### src/rtl/matcher_pkg.sv
// Types shared by the word loader and the matcher-side blocks.
// LOADER_ADDR_W sizes the result record length field and should track the SRAM address width.
package matcher_pkg;

  localparam int unsigned LOADER_ADDR_W = 4;
  localparam logic [7:0]  DELIM_DEFAULT = 8'h20;

  typedef enum logic [2:0] {
    FILL,
    TERM,
    START,
    WAIT,
    REPORT
  } loader_state_t;

  typedef struct packed {
    logic                     found;
    logic [LOADER_ADDR_W-1:0] len;
    logic                     trunc;
    logic                     last;
  } result_t;

endpackage

### src/rtl/word_loader.sv
// Splits a byte stream into words, writes each word plus a 0x00 terminator into the
// input SRAM from address 0, runs one matcher pass per word and reports the outcome.
module word_loader
  import matcher_pkg::*;
#(
  parameter int unsigned            ADDR_WIDTH = LOADER_ADDR_W,
  parameter int unsigned            DATA_WIDTH = 8,
  parameter logic [DATA_WIDTH-1:0]  DELIM      = DATA_WIDTH'(DELIM_DEFAULT)
) (
  input  logic                  clk,
  input  logic                  rst,
  input  logic                  in_valid,
  input  logic [DATA_WIDTH-1:0] in_data,
  input  logic                  in_last,
  output logic                  in_ready,
  output logic                  mem_we,
  output logic [ADDR_WIDTH-1:0] mem_addr,
  output logic [DATA_WIDTH-1:0] mem_din,
  output logic                  match_start,
  input  logic                  match_done,
  input  logic                  match_found,
  output logic                  result_valid,
  output logic                  result_found,
  output logic [ADDR_WIDTH-1:0] result_len,
  output logic                  result_trunc,
  output logic                  result_last
);

  localparam logic [ADDR_WIDTH-1:0] MAX_CHARS = '1;

  loader_state_t         state_q, state_d;
  logic [ADDR_WIDTH-1:0] count_q, count_d;
  logic                  trunc_q, trunc_d;
  logic                  last_q, last_d;

  logic                  ready_d, we_d, start_d, res_valid_d;
  logic [ADDR_WIDTH-1:0] addr_d;
  logic [DATA_WIDTH-1:0] din_d;
  result_t               res_d, res_q;

  logic accept, is_delim;

  assign accept   = in_valid & in_ready;
  assign is_delim = (in_data == DELIM) || (in_data == '0);

  always_comb begin
    state_d     = state_q;
    count_d     = count_q;
    trunc_d     = trunc_q;
    last_d      = last_q;
    we_d        = 1'b0;
    addr_d      = '0;
    din_d       = '0;
    res_valid_d = 1'b0;
    res_d       = '0;

    unique case (state_q)
      FILL: begin
        if (accept) begin
          if (!is_delim) begin
            if (count_q != MAX_CHARS) begin
              we_d    = 1'b1;
              addr_d  = count_q;
              din_d   = in_data;
              count_d = count_q + ADDR_WIDTH'(1);
            end else begin
              trunc_d = 1'b1;
            end
          end
          // count_d already includes a non-delimiter last byte, so the word test sees it
          if ((is_delim || in_last) && (count_d != '0)) begin
            state_d = TERM;
            last_d  = in_last;
          end else if (in_last) begin
            count_d = '0;
            trunc_d = 1'b0;
            last_d  = 1'b0;
          end
        end
      end
      TERM: begin
        we_d    = 1'b1;
        addr_d  = count_q;
        din_d   = '0;
        state_d = START;
      end
      START: begin
        state_d = WAIT;
      end
      WAIT: begin
        if (match_done) begin
          state_d      = REPORT;
          res_valid_d  = 1'b1;
          res_d.found  = match_found;
          res_d.len    = LOADER_ADDR_W'(count_q);
          res_d.trunc  = trunc_q;
          res_d.last   = last_q;
        end
      end
      REPORT: begin
        count_d = '0;
        trunc_d = 1'b0;
        last_d  = 1'b0;
        state_d = FILL;
      end
      default: begin
        state_d = FILL;
      end
    endcase

    // Outputs are registered, so they are derived from the state being entered.
    ready_d = (state_d == FILL);
    start_d = (state_d == WAIT);
  end

  always_ff @(posedge clk) begin
    if (rst) begin
      state_q      <= FILL;
      count_q      <= '0;
      trunc_q      <= 1'b0;
      last_q       <= 1'b0;
      in_ready     <= 1'b0;
      mem_we       <= 1'b0;
      mem_addr     <= '0;
      mem_din      <= '0;
      match_start  <= 1'b0;
      result_valid <= 1'b0;
      res_q        <= '0;
    end else begin
      state_q      <= state_d;
      count_q      <= count_d;
      trunc_q      <= trunc_d;
      last_q       <= last_d;
      in_ready     <= ready_d;
      mem_we       <= we_d;
      mem_addr     <= addr_d;
      mem_din      <= din_d;
      match_start  <= start_d;
      result_valid <= res_valid_d;
      res_q        <= res_d;
    end
  end

  assign result_found = res_q.found;
  assign result_len   = ADDR_WIDTH'(res_q.len);
  assign result_trunc = res_q.trunc;
  assign result_last  = res_q.last;

endmodule

### config.mk
export PLATFORM = sky130hd
export DESIGN_NAME = word_loader
export DESIGN_NICKNAME = d
export VERILOG_FILES = /design/src/rtl/matcher_pkg.sv /design/src/rtl/word_loader.sv
export SDC_FILE = /design/constraint.sdc
export NUM_CORES = 1
export LEC_CHECK = 0
export BUFFER_PORTS_ARGS = -buffer_cell sky130_fd_sc_hd__buf_2
export CORE_ASPECT_RATIO = 1.25
export CORE_MARGIN = 3
export CORE_UTILIZATION = 50
export DETAILED_ROUTE_END_ITERATION = 16
export PLACE_DENSITY = 0.8
export SLEW_MARGIN = 20
export SYNTH_ARGS = -nofsm -noshare
export SYNTH_HDL_FRONTEND = slang
export SYNTH_SLANG_ARGS = --single-unit
export TNS_END_PERCENT = 20
### constraint.sdc
create_clock -name clk -period 2.4 [get_ports clk]
set_clock_uncertainty 0.05 [all_clocks]
set_input_delay 0.36 -clock clk [delete_from_list [all_inputs] [get_ports clk]]
set_output_delay 0.36 -clock clk [all_outputs]
set_load 0.01 [all_outputs]
==> results of run 1 <==
[through the flow]
stage	utilization	std cells	hold WS, ns
6_report	0.666	222	0.184
5_1_grt	0.666	222	0.181
4_1_cts	0.666	222	0.175
3_5_place_dp	0.628	214	0.419
3_3_place_gp	0.628	214	0.421
2_1_floorplan	-	147	0.381
[where the power goes]
| group | total, mW | leakage (nW) | switching, mW | internal, mW |
|---|---|---|---|---|
| sequential | 0.565 | 0.259 | 0.0146 | 0.550 |
| clock | 0.455 | 0.0515 | 0.179 | 0.276 |
| combinational | 0.146 | 0.432 | 0.0860 | 0.0597 |
[logic make-up (layout without fill, tap and decap cells)]
kind of cell | count (synthesis) | count (layout) | synth area share
and+or+nand+nor | 63 | 63 | 0.267
AOI/OAI and AO/OA | 36 | 36 | 0.195
DFF | 32 | 32 | 0.479
buffers and inverters | 14 | 56 | 0.0403
adders and majority gates | 2 | 2 | 0.0187
[metal layers]
layer  vias up  share of wire
met4         0          0.023
li1        628              -
met2        87           0.49
met5         -              0
met1       594           0.38
met3        10           0.10
[Yosys cell counts, types with 3 or more instances]
| cell type | count |
|---|---|
| inv_1 | 6 |
| and2_1 | 16 |
| o211ai_1 | 3 |
| o2111ai_1 | 3 |
| nand3_1 | 3 |
| nor2_1 | 11 |
| clkbuf_1 | 6 |
| o21ai_0 | 6 |
| and3_1 | 5 |
| nor4_1 | 5 |
| a21oi_1 | 8 |
| nand2_1 | 8 |
| nor3_1 | 5 |
| dfxtp_1 | 32 |
[flip-flops by register name (all words and copies together), names as in the netlist]
name / count
in_ready: 1
result_trunc: 1
result_last: 1
count_q: 4
result_found: 1
mem_we: 1
last_q: 1
trunc_q: 1
result_valid: 1
result_len: 4
state_q: 3
match_start: 1
mem_din: 8
mem_addr: 4
[placed cells by master (no fill, tap or decap), types with 3 or more instances in the layout]
| cell type | instances |
|---|---|
| a21oi_1 | 8 |
| and2_1 | 16 |
| and3_1 | 5 |
| buf_2 | 36 |
| buf_4 | 6 |
| clkbuf_4 | 5 |
| dfxtp_1 | 32 |
| inv_1 | 6 |
| nand2_1 | 8 |
| nand3_1 | 3 |
| nor2_1 | 11 |
| nor3_1 | 5 |
| nor4_1 | 5 |
| o2111ai_1 | 3 |
| o211ai_1 | 3 |
| o21ai_0 | 6 |
[worst max path at each step]
stage          cells past startpoint       start          to
2_1_floorplan                      8  count_q[0]     trunc_q
3_3_place_gp                       5  in_data[2]      last_q
3_5_place_dp                       5  in_data[2]     trunc_q
4_1_cts                            8  count_q[0]     trunc_q
5_1_grt                            8  count_q[0]  state_q[0]
6_report                           8  count_q[0]     trunc_q
[area by class of cell]
type,count,area (um^2),share of cell area
Clock buffer,7,65.1,0.0390
Clock inverter,1,30.0,0.0180
Inverter,6,22.5,0.0135
Multi-Input combinational cell,101,642,0.385
Sequential cell,32,641,0.384
Tap cell,33,41.3,0.0248
Timing Repair Buffer,42,225,0.135
==> flow_summary_export.csv, run 1 <==
group,metric,value,unit
outcome,status,"completed",
floorplanning,initial_core_util,0.534,
floorplanning,die_h,63.8,um
power_and_ir_drop,cellLeakagePower,0.742,nW
yosys,yosysUniqueCellTypes,39,
critical_path,worstPathCellList,"ha_1 > and3_1 > inv_1 > ha_1 > inv_1 > o21ai_0 > a221oi_2 > a311oi_1",
clocking,cts_hold_buf,0,
placed_design,numPortBuffers,36,
yosys,ys_warn_count,0,
global_route,grt_usage,0.225,
routing,routed_via_density,5.94,
placed_design,place.gp.congestion,0.979,
global_route,grt_pass1_wl,5620,um
global_route,gr-total-overflow,0,
layout,fillers,206,
clocking,clock_path_buffers,2,
yosys,yosys.area.top_type,"dfxtp_1",
clocking,numCtsBuffers,5,
critical_path,crit_family,"adder cells",
global_route,grt_util_met2,0.363,
routing,drtIter0Drc,52,
critical_path,worst-r2r-setup-slack,0.39,ns
yosys,yosysSeqAreaShare,0.479,
clocking,clk_latency,0.33,ns
routing,routed_wl,3330,um
timing,hold_viol_final,0,
global_route,grt_pass1_vias,1270,
floorplanning,dieArea,3330,um^2
critical_path,cp-end-kind,"flop",
job,drv_cap,0,
timing,slew_headroom,0.639,
critical_path,worstRegToRegCells,8,
clocking,post_cts_resized,0,
critical_path,worst-path-max-fanout,6,
routing,wl_per_cell,15.0,um
power_and_ir_drop,power,1.17,mW
global_route,met1_usage,0.252,
floorplanning,core,2500,um^2
min_path,hold_path_depth,2,
timing,setup_ws,0.394,ns
yosys,netlist_top_cells_area,"dfxtp_1 (48%), and2_1 (7.5%), nor2_1 (3.1%)",
timing,rsz0062_at_grt,"no",
critical_path,crit_path_top_delay_cell,"dfxtp_1",
floorplanning,rows,20,
min_path,min_path_type,"primary input to flop",
timing,setup-violations-final,0,
placed_design,dp_slack,0.316,ns
routing,drtPass1Iterations,4,
critical_path,reg2reg_from,"count_q[0]",
yosys,syn_nets,163,
power_and_ir_drop,max-vdd-ir-drop,0.461,mV
floorplanning,pin_count,37,
timing,max_freq,498,MHz
yosys,synthFlopType,"dfxtp_1",
clocking,postCtsSetupBuffers,0,
yosys,synthDominantCellAreaShare,0.479,
placed_design,placed_area,1570,um^2
layout,diodes,0,
timing,slew_viol_final,0,
timing,min_period,2.01,ns
critical_path,cp.arrival,2.17,ns
clocking,root_buffer,"clkbuf_4",
yosys,synth_seq_cells,32,
min_path,worst_hold_path.endpoint,"result_found",
routing,drc,0,
layout,layout-drive-gt1-share,0.291,
placed_design,dp_hpwl,2450,um
layout,syn_to_final_growth,24.7,%
critical_path,startpoint_type,"flop",
global_route,grt_antenna_before_repair,0,
yosys,syn-cell-area,1340,um^2
clocking,tritoncts,"done",
critical_path,rr_endpoint,"trunc_q",
yosys,async_reset_ff_frac,0,
timing,tightestPinTransition,0.538,ns
power_and_ir_drop,powerDensity,699,nW/um^2
critical_path,crit_type,"flop to flop",
yosys,avgSynthCellArea,9.09,um^2
critical_path,worst-path-buf-inv,2,
layout,final_nets,204,
routing,drtAntennaViolNets,0,
yosys,synth_cells,147,
yosys,synth_edf_count,0,
global_route,grtUsageMet3,0.0816,
timing,fin_tns_setup,0,ns
clocking,cts-htree-levels,2,
min_path,hp-start,"match_found",
layout,final_area,1670,um^2
critical_path,critPathMaxStageDelay,0.35,ns
routing,via_count,1319,
clocking,clock-sinks,32,
floorplanning,die_x,52.2,um
global_route,grt_max_degree,19,
timing,finalCritPeriodShare,0.836,
clocking,clk_pin_slew_worst_paths,0.10,ns
critical_path,required,2.57,ns
global_route,grt.busiest_layer,"met2",
Note: power is estimated with default switching activity, not from simulation.
==> inputs of run 2 (changes only) <==
Settings changed: ABC_AREA set to 1, CORE_UTILIZATION 50 to 49, PLACE_DENSITY 0.8 to 0.79.
Clock period 2.4 ns to 2 ns, I/O delays scaled along.
==> run 2 against run 1 <==
Against the previous run:
- worst setup slack worse by 0.22 ns
- combinational power barely moved
- cell count is 7.7% higher
- synthesized cell count increased by 12%
- fmax up 9.9%
- critical endpoint is now state_q[0]
==> flow_summary_export.csv, run 2 <==
group,metric,value,unit
outcome,status,"completed",
routing,drtIter0Drc,46,
critical_path,cp.arrival,2.00,ns
layout,final_area,1540,um^2
yosys,synthFlopType,"dfxtp_1",
critical_path,crit_type,"flop to flop",
yosys,synth_most_common_cell,"nand2_1",
timing,fin_tns_setup,0,ns
routing,via_count,1122,
critical_path,critPathMaxStageDelay,0.44,ns
layout,top_register,"mem_din",
routing,wl_per_cell,10.4,um
global_route,grt_max_degree,14,
placed_design,dp.cells,231,
placed_design,placed_area,1460,um^2
floorplanning,die_h,62.4,um
yosys,synth_cells,165,
clocking,numCtsBuffers,5,
critical_path,worst-path-max-fanout,6,
floorplanning,die_x,51.2,um
critical_path,cp-end-kind,"flop",
yosys,yosysUniqueCellTypes,21,
yosys,ys_warn_count,0,
layout,fillers,218,
critical_path,crit_family,"adder cells",
placed_design,place.gp.congestion,0.894,
global_route,grt_pass1_vias,986,
layout,final_cells,239,
clocking,cts-htree-levels,2,
floorplanning,rows,19,
layout,diodes,0,
routing,routed_via_density,4.69,
placed_design,numPortBuffers,36,
critical_path,crit_path_frequent_cell,"nand2_1",
clocking,root_buffer,"clkbuf_4",
routing,drtAntennaViolNets,0,
yosys,syn_nets,181,
floorplanning,core,2310,um^2
power_and_ir_drop,max-vdd-ir-drop,0.543,mV
layout,fin_util,0.669,
global_route,grt_pass1_wl,4200,um
timing,rsz0062_at_grt,"no",
layout,largest_reg_flops,8,
timing,tightestPinTransition,0.366,ns
yosys,syn-cell-area,1250,um^2
layout,layout-drive-gt1-share,0.255,
global_route,grt_usage,0.174,
timing,slew_viol_final,0,
timing,setup-violations-final,0,
yosys,avgSynthCellArea,7.57,um^2
floorplanning,dieArea,3190,um^2
min_path,min_path_type,"primary input to flop",
timing,max_freq,548,MHz
yosys,async_reset_ff_frac,0,
yosys,synthDominantCellAreaShare,0.513,
clocking,clock_path_buffers,2,
floorplanning,initial_core_util,0.542,
critical_path,startpoint_type,"flop",
yosys,netlist_top_cells_area,"dfxtp_1 (51%), nand2_1 (12%), inv_1 (8.1%)",
yosys,netlist_top_cells_count,"nand2_1 (39), dfxtp_1 (32), inv_1 (27)",
yosys,synth_seq_cells,32,
clocking,clk_pin_slew_worst_paths,0.10,ns
timing,min_period,1.83,ns
clocking,tritoncts,"done",
global_route,gr-total-overflow,0,
timing,finalCritPeriodShare,0.913,
timing,hold_viol_final,0,
layout,final_nets,223,
timing,hold_ws,0.129,ns
layout,final_common_cell,"nand2_1",
critical_path,worst-path-buf-inv,0,
clocking,clock-sinks,32,
routing,routed_wl,2480,um
timing,slew_headroom,0.755,
routing,drtPass1Iterations,4,
yosys,synth_edf_count,0,
power_and_ir_drop,powerDensity,828,nW/um^2
critical_path,worstPathCellList,"ha_2 > nand3_4 > ha_1 > nand2_1 > nand2_1 > nor2_2 > nand2_1 > o211ai_1 > a21oi_1",
critical_path,worst-r2r-setup-slack,0.17,ns
floorplanning,pin_count,37,
placed_design,dp_hpwl,1890,um
clocking,clk_latency,0.33,ns
critical_path,required,2.17,ns
global_route,grt_antenna_before_repair,0,
routing,drc,0,
yosys,yosysSeqAreaShare,0.513,
layout,final_cell_mix,"nand2_1 (39), buf_2 (36), dfxtp_1 (32)",
job,drv_cap,0,
critical_path,crit_path_top_delay_cell,"dfxtp_1",
yosys,yosys.area.top_type,"dfxtp_1",
layout,syn_to_final_growth,23.5,%
clocking,cts_hold_buf,0,
power_and_ir_drop,cellLeakagePower,0.785,nW
==> run 2: changes by cell type after synthesis, sizes merged, moves of 3 or more <==
| cell | delta |
|---|---|
| nor4 | -4 |
| nor2 | +15 |
| and3 | -5 |
| clkbuf | -6 |
| a221oi | -3 |
| o2111ai | -3 |
| and2 | -17 |
| inv | +23 |
| nand2 | +31 |
| nand3 | +11 |
| o21ai | -3 |
==> run 2: cells by family after synthesis <==
| logic type | synth area share |
|---|---|
| buf+inv | 0.0962 |
| flops | 0.513 |
| simple gates | 0.312 |
| fa+ha+maj | 0.0200 |
| compound gates | 0.0591 |
==> run 2: per-layer routing <==
| metal | routed length, um | global-route usage |
|---|---|---|
| met1 | 1020 | 0.183 |
| met2 | 1250 | 0.297 |
| met3 | 154 | 0.0501 |
| met4 | 59 | 0.101 |
| met5 | 0 | 0 |
==> run 2: final timing paths <==
check	startpoint	to	cells after the start
worst min register to register	last_q	result_last	2
worst min-delay path	match_found	result_found	3
worst max-delay path	count_q[1]	state_q[0]	9
worst max register to register	count_q[1]	state_q[0]	9
==> run 2: what timing repair did <==
item | CTS | global route
endpoints found under the setup margin | 0 | 2
hold endpoints to repair | 0 | 0
setup buffers | 0 | 0
resized for setup | 0 | 1
==> run 2: metrics by stage <==
step                power (mW)  setup WS [ns]
floorplan                0.775          0.281
global placement         0.820          0.250
detailed placement       0.823          0.179
CTS                       1.29          0.154
global route              1.35         0.0304
finish                    1.28          0.174
==> run 2: area by class of cell <==
cell class / count / area, um^2 / share of cell area
clock buffers: 6 / 41.3 / 0.0268
inverters: 29 / 109 / 0.0706
flip-flops and latches: 32 / 641 / 0.415
well taps: 31 / 38.8 / 0.0251
repair buffers: 37 / 188 / 0.122
clock inverters: 2 / 35.0 / 0.0227
multi-input cells: 102 / 490 / 0.318
==> run 2: power by group <==
part	switching [mW]	internal (mW)
registers	0.00934	0.658
logic	0.0904	0.0525
clock network	0.206	0.262
total	0.306	0.972
==> run 2: worst reg2reg max path: cells and delay by family, from the launching register on <==
| kind | cells | cell delay, ns |
|---|---|---|
| fa+ha+maj | 2 | 0.57 |
| simple gates | 5 | 0.45 |
| flops | 1 | 0.44 |
| compound gates | 2 | 0.21 |
